<file path="src/rtl/round_controller.sv">
// round_controller: two-player door-guessing game sequencer (rounds, judging, pause, lives, winner)
module round_controller #(
    parameter int TICKS_PER_SEC = 25_000_000,
    parameter int ROUND_SECS    = 10,
    parameter int PAUSE_TICKS   = 25_000_000,
    parameter int LIVES_INIT    = 3
) (
    input  logic       clk,
    input  logic       reset_n,
    input  logic       start,
    input  logic [1:0] correct_door_1,
    input  logic [1:0] correct_door_2,
    input  logic [1:0] player_1_pos,
    input  logic [1:0] player_2_pos,
    output logic [3:0] seconds,
    output logic       time_up,
    output logic       resume,
    output logic [1:0] p1_lives,
    output logic [1:0] p2_lives,
    output logic       game_over,
    output logic [1:0] winner,
    output logic [2:0] state
);

    localparam int PW = (TICKS_PER_SEC > 1) ? $clog2(TICKS_PER_SEC) : 1;
    localparam int QW = (PAUSE_TICKS > 1) ? $clog2(PAUSE_TICKS) : 1;
    localparam logic [PW-1:0] PRE_LAST   = PW'(TICKS_PER_SEC - 1);
    localparam logic [QW-1:0] PAUSE_LAST = QW'(PAUSE_TICKS - 1);
    localparam logic [3:0]    SEC_END    = 4'(ROUND_SECS);
    localparam logic [1:0]    LIVES      = 2'(LIVES_INIT);

    typedef enum logic [2:0] {
        IDLE  = 3'd0,
        PLAY  = 3'd1,
        JUDGE = 3'd2,
        PAUSE = 3'd3,
        OVER  = 3'd4
    } state_t;

    state_t        cur, nxt;
    logic [PW-1:0] pre, pre_n;
    logic [QW-1:0] pcnt, pcnt_n;
    logic [3:0]    sec, sec_n;
    logic [1:0]    l1, l1_n, l2, l2_n;
    logic [1:0]    j1, j2;

    // Lives as they would stand after judging the current door choices (saturating at 0)
    always_comb begin
        j1 = (player_1_pos != correct_door_1 && l1 != 2'd0) ? l1 - 2'd1 : l1;
        j2 = (player_2_pos != correct_door_2 && l2 != 2'd0) ? l2 - 2'd1 : l2;
    end

    // Next-state and datapath update for every game phase
    always_comb begin
        nxt    = cur;
        pre_n  = pre;
        pcnt_n = pcnt;
        sec_n  = sec;
        l1_n   = l1;
        l2_n   = l2;
        case (cur)
            IDLE: begin
                l1_n  = LIVES;
                l2_n  = LIVES;
                sec_n = 4'd0;
                pre_n = '0;
                if (start) nxt = PLAY;
            end
            PLAY: begin
                if (pre == PRE_LAST) begin
                    pre_n = '0;
                    sec_n = sec + 4'd1;
                    if (sec + 4'd1 == SEC_END) nxt = JUDGE;
                end else begin
                    pre_n = pre + PW'(1);
                end
            end
            JUDGE: begin
                l1_n   = j1;
                l2_n   = j2;
                pcnt_n = '0;
                nxt    = (j1 == 2'd0 || j2 == 2'd0) ? OVER : PAUSE;
            end
            PAUSE: begin
                if (pcnt == PAUSE_LAST) begin
                    sec_n = 4'd0;
                    pre_n = '0;
                    nxt   = PLAY;
                end else begin
                    pcnt_n = pcnt + QW'(1);
                end
            end
            OVER: begin
                if (start) begin
                    l1_n  = LIVES;
                    l2_n  = LIVES;
                    sec_n = 4'd0;
                    pre_n = '0;
                    nxt   = PLAY;
                end
            end
            default: nxt = IDLE;
        endcase
    end

    // State and datapath registers; reset abandons any game in progress
    always_ff @(posedge clk or negedge reset_n) begin
        if (!reset_n) begin
            cur  <= IDLE;
            pre  <= '0;
            pcnt <= '0;
            sec  <= 4'd0;
            l1   <= LIVES;
            l2   <= LIVES;
        end else begin
            cur  <= nxt;
            pre  <= pre_n;
            pcnt <= pcnt_n;
            sec  <= sec_n;
            l1   <= l1_n;
            l2   <= l2_n;
        end
    end

    assign state     = cur;
    assign seconds   = sec;
    assign p1_lives  = l1;
    assign p2_lives  = l2;
    assign time_up   = (cur == JUDGE) || (cur == PAUSE);
    assign resume    = (cur == PAUSE) && (pcnt == PAUSE_LAST);
    assign game_over = (cur == OVER);
    assign winner    = (cur == OVER) ? {l1 == 2'd0, l2 == 2'd0} : 2'b00;

endmodule

</file>
<file path="config.mk">
export PLATFORM = sky130hd
export DESIGN_NAME = round_controller
export DESIGN_NICKNAME = d
export VERILOG_FILES = /design/src/rtl/round_controller.sv
export SDC_FILE = /design/constraint.sdc
export NUM_CORES = 1
export LEC_CHECK = 0
export ABC_AREA = 1
export CAP_MARGIN = 20
export CORE_MARGIN = 10
export CORE_UTILIZATION = 35
export CTS_BUF_LIST = sky130_fd_sc_hd__clkbuf_16
export DETAILED_ROUTE_END_ITERATION = 6
export PLACE_DENSITY_LB_ADDON = 0.12
export SKIP_CTS_REPAIR_TIMING = 1
export SYNTH_ARGS = -nofsm -noshare
export SYNTH_HDL_FRONTEND = slang
export SYNTH_SLANG_ARGS = --single-unit
</file>
<file path="constraint.sdc">
create_clock -name clk -period 2.48 [get_ports clk]
set_input_delay 0.496 -clock clk [delete_from_list [all_inputs] [get_ports clk]]
set_output_delay 0.496 -clock clk [all_outputs]
set_load 0.02 [all_outputs]
</file>
After elaboration in Yosys (flattened, before gate mapping) --
Cells that the tools add are included.
Cells by class: muxes and demuxes 22, reductions and logical operators 21, add/sub/neg operators 5, eq/ne operators 15
Operators with widths (number):
- $mux W25 | 4
- $pmux W25 S4 | 1
- $add A25 B1 Y25 const B | 2
- $eq A25 B25 Y1 const B | 2
- $pmux W25 S2 | 1
- $pmux W4 S4 | 1
- $mux W3 | 5
- $mux W4 | 3
- $pmux W2 S3 | 2
- $pmux W3 S4 | 1
- $ne A2 B2 Y1 const B | 5
- $logic_not A2 Y1 | 4
- $mux W2 | 4
- $reduce_and A4 Y1 | 2
- $eq A3 B2 Y1 const B | 2
- $reduce_bool A2 Y1 | 3
- $add A4 B1 Y4 const B | 1
- $eq A4 B4 Y1 const B | 1
- $ne A2 B2 Y1 | 2
- $reduce_and A2 Y1 | 2
- $reduce_bool A4 Y1 | 1
- $sub A2 B1 Y2 const B | 2
- $eq A3 B1 Y1 const B | 1
- $eq A3 B3 Y1 const B | 1
- 7 further kinds | 10
Storage, ports and cells: logic and storage cells 69, register bits after elaboration 61, output and inout bits 16, input port bits 11

Longest topological paths before layout --
Gate-level depths: netlist of run 1.
depth after elaboration 7, mapped depth 13, gate-level depth less buffers 12

Worst setup path after synthesis of run 1 --
Ideal clock, no wire load.
kind reg2out, from register cur[1], in the netlist state[1], to output resume, stages on the path, launching flop included 6, data arrival time 1.661 ns, required time 1.984 ns, setup slack 0.323 ns, path buffers 1, path through dfrtp_1 -> inv_1 -> nor2_1 -> nand2_1 -> clkbuf_1 -> nor2_1
Between the ends: word-level cells in the longest chain between the ends 2
RTL lines:
- start, declared | line 40 | state_t cur, nxt;
- start signal, assigned | line 116 | cur <= nxt;
- $eq A3 B2 Y1 | line 130 | assign resume = (cur == PAUSE) && (pcnt == PAUSE_LAST);
- $logic_and A1 B1 Y1 | line 130
- end, declared | line 17 | output logic resume,
No other way between the ends.

Worst setup path after layout of run 1 --
from register cur[0], in the netlist state[0], to output game_over
Between the ends: word-level cells in the longest chain between the ends 1
RTL lines:
- $eq A3 B3 Y1 | line 131 | assign game_over = (cur == OVER);
- end, declared | line 20 | output logic game_over,
No other way between the ends.

==> summary.txt, run 1 <==
Power and ir drop
  • Switching power: 0.5017 mW
  • Sw frac: 20.94%
  • Logic pwr share: 3.1%
  • Clock share of power: 55.0%
  • Pwr dens: 482.1 nW/µm²
  • Int Pwr: 1.895 mW
  • P_leak: 2.677 nW
  • Seq pwr share: 41.9%
  • Max VDD drop: 0.0003264 V

Clock network
  • CTS tree: yes
  • CTS Sinks: between 60 and 70
  • CTS H-tree lvls: 3
  • CTS Buffer Depth: 2
  • Clock transition at path regs: 0.05 ns
  • Root Buffer: clkbuf_16
  • CTS Buf Count: 9
  • Worst skew pair latency: 0.33 ns

Synthesis
  • Sequential-to-total area share from yosys stat: 36.25%
  • Synth Area in Adders: 1.777%
  • Yosys cell types: 37
  • Syn Std Cell Area: about 4200 µm²
  • Synth Area in XOR/XNOR: between 5 and 6%
  • Mapped Nets: 626
  • Yosys warnings: 0
  • Syn Inst Count: ~600
  • Synthesized flop and latch total: 61
  • Mux contribution to synthesized area: 0%
  • Synth Flop Type: dfrtp_1
  • Largest family of logic cells by synthesized area: simple AND/OR/NAND/NOR gates
  • Avg Cell Area, Syn: 6.938 µm²
  • Simple-gate share of the synthesized area: 38.05%
  • Compound-cell area share of the yosys netlist: 9.032%
  • EDFF count, synth: 0
  • Async S/R FF share, synth: 100.0%

Run
  • Max_cap viols: 0

Setup path
  • Req. time, crit path: 1.98 ns
  • Crit end category: output pin
  • Worst Path Max Fanout: 7
  • Worst EP arrival: about 1.8 ns
  • Crit path kind: flop to output pin
  • Startpoint types: flop

STA
  • Setup TNS Final: 0 ns
  • Max-slew violations: 0
  • Max-slew headroom: 65.13%
  • Final-report hold violation count: 0
  • RSZ-0062 raised after global routing: no
  • Worst slew pin tran: ~0.52 ns
  • Fin crit period: 2.285 ns
  • Fin Clk Skew: approximately 0.006 ns
  • Hold WS: 0.1741 ns
  • Final setup viols: 0
  • Share of the clock period used by the worst path: 92.14%
  • Max Freq: around 440 MHz

Route
  • Vias/cell: 4.992
  • Antenna Nets Post-Route: 0
  • First-iteration detailed-routing DRC count: ~240
  • DR WL/cell: 14.23 µm
  • DR DRC count: 0
  • Vias: 3974
  • Drt first pass iters: 6
  • Total Wirelength: 11330 µm

Cells and area
  • Area occupied by multi-input gates: 2286 µm²
  • Final-stage net count: 662
  • Commonest non-fill, non-tap cells in the layout: 184 x nand2_1, 80 x inv_1, 65 x nor2_1
  • Synth-to-Final Area Change: 17.65%
  • Final Util: 41.73%
  • # diodes: 0
  • Sequential cell area: 1531 µm²
  • Number of fill cells: 1247
  • Commonest non-fill, non-tap cell in the layout: nand2_1
  • Share of cells above drive strength 1: 11.09%

Die
  • Initial Utilization: 35.47%
  • Die X-Extent: between 100 and 150 µm
  • I/O pins: 27
  • Die extent in y: 129.9 µm
  • Die ar.: 16870 µm²
  • CORE AREA: approximately 12000 µm²
  • FP Rows: 40

Global route
  • First-pass GRT wire length: around 19000 µm
  • Vias in the first global route: 3763
  • GRT Total Usage: 14.12%
  • Initial antenna violation count: 0
  • Pin count of the biggest net entering global routing: just over 60
  • GRT overflow: 0

Placement
  • # port buffers: 26
  • GP Congestion: 0.9132
  • Post-DP HPWL: ~8400 µm

Status
  • Outcome: finished, final reports clean

Hold path
  • Hold crit path type: primary input to asynchronous set/reset pin
[logic make-up (layout without fill, tap and decap cells)]
logic type,after synthesis,after routing
buffers and inverters,95,135
adders and majority gates,6,6
AOI/OAI and AO/OA,60,60
and+or+nand+nor,362,362
xor gates and xnor gates,25,25
DFF,61,61
[power by group through the flow]
| stage | Sequential (mW) | Clock, mW | Combinational (mW) |
|---|---|---|---|
| 2_1_floorplan | 1.02 | 0 | 0.0240 |
| 3_3_place_gp | 1.02 | 0 | 0.0762 |
| 3_5_place_dp | 1.02 | 0 | 0.0780 |
| 4_1_cts | 1.00 | 1.36 | 0.0784 |
| 5_1_grt | 1.00 | 1.41 | 0.0868 |
| 6_report | 1.00 | 1.32 | 0.0752 |
[final cells by class]
type	count	share of cell area, %
clock buffers	9	4.531
clock inverters	6	1.586
inverters	86	6.645
multi-input cells	453	45.99
flip-flops and latches	61	30.81
well taps	147	3.700
repair buffers	34	6.746
[metrics by stage]
step	instance area (µm²)	setup WS, ns	std cells	total power, mW
global route	4971	0.07976	796	2.497
CTS	4961	-0.1547	796	2.439
finish	4971	0.1950	796	2.396
global placement	4657	0.2397	781	1.096
floorplan	4225	0.3226	609	1.046
detailed placement	4657	0.2043	781	1.098
[flip-flops by register name (all words and copies together) (netlist names)]
signal	flops
p2_lives	2
p1_lives	2
pre	25
seconds	4
pcnt	25
state	3
[synth_stat cells (2+ instances only)]
library cell / instances / area [µm²]
nor3_1: 19 / 95.09
nand2_1: 184 / 690.7
nand4_1: 20 / 125.1
nand2_2: 10 / 62.56
nand3_1: 49 / 245.2
xor2_1: 20 / 175.2
clkbuf_1: 4 / 15.01
nand2_8: 2 / 40.04
dfstp_2: 4 / 105.1
nor2_1: 66 / 247.7
o21ai_2: 17 / 148.9
a21oi_1: 5 / 25.02
nor2_4: 2 / 22.52
o22ai_1: 8 / 50.05
inv_2: 4 / 15.01
inv_1: 80 / 300.3
o21ai_1: 4 / 20.02
nand3b_1: 2 / 15.01
ha_1: 6 / 75.07
o21ai_0: 23 / 115.1
buf_8: 2 / 30.03
dfrtp_1: 57 / 1426
or2_2: 3 / 18.77
xnor2_1: 5 / 43.79
[worst paths after layout]
path / start / end / slack (ns) / cells after the start
min in group clk: pre[1] / pre[1] / 0.51 / 2
setup reg to reg: state[1] / pcnt[5] / 0.40 / 10
hold / removal: reset_n / pcnt[8] / 0.17 / 2
hold reg to reg: pre[1] / pre[1] / 0.51 / 2
setup / recovery: state[0] / game_over / 0.20 / 4
max in group asynchronous: reset_n / p1_lives[0] / 2.00 / 2
[per-layer routing]
layer  part of all wire, %  GRT usage, %  vias to the layer above  routed length [µm]
li1                      -             -                     2014                   -
met1                    44         16.64                     1870                4973
met2                    51         24.93                       79                5793
met3                   3.9         3.489                       11                 437
met4                   1.1         3.836                        0                 125
met5                     0             0                        -                   0
[worst max-delay path, cell delays in order (launching register included)]
cell             delay (ns)
dfrtp_1                0.45
nor2_2                 0.15
inv_1                  0.09
nor2_1                 0.14
clkdlybuf4s50_1        0.63
No activity file was read; power rests on OpenSTA's default activity.
==> inputs of run 2 (changes only) <==
CAP_MARGIN = 30   (was 20)
==> results of run 2 <==
Same layout as run 1: the final DEF is identical, and so are final timing and power.
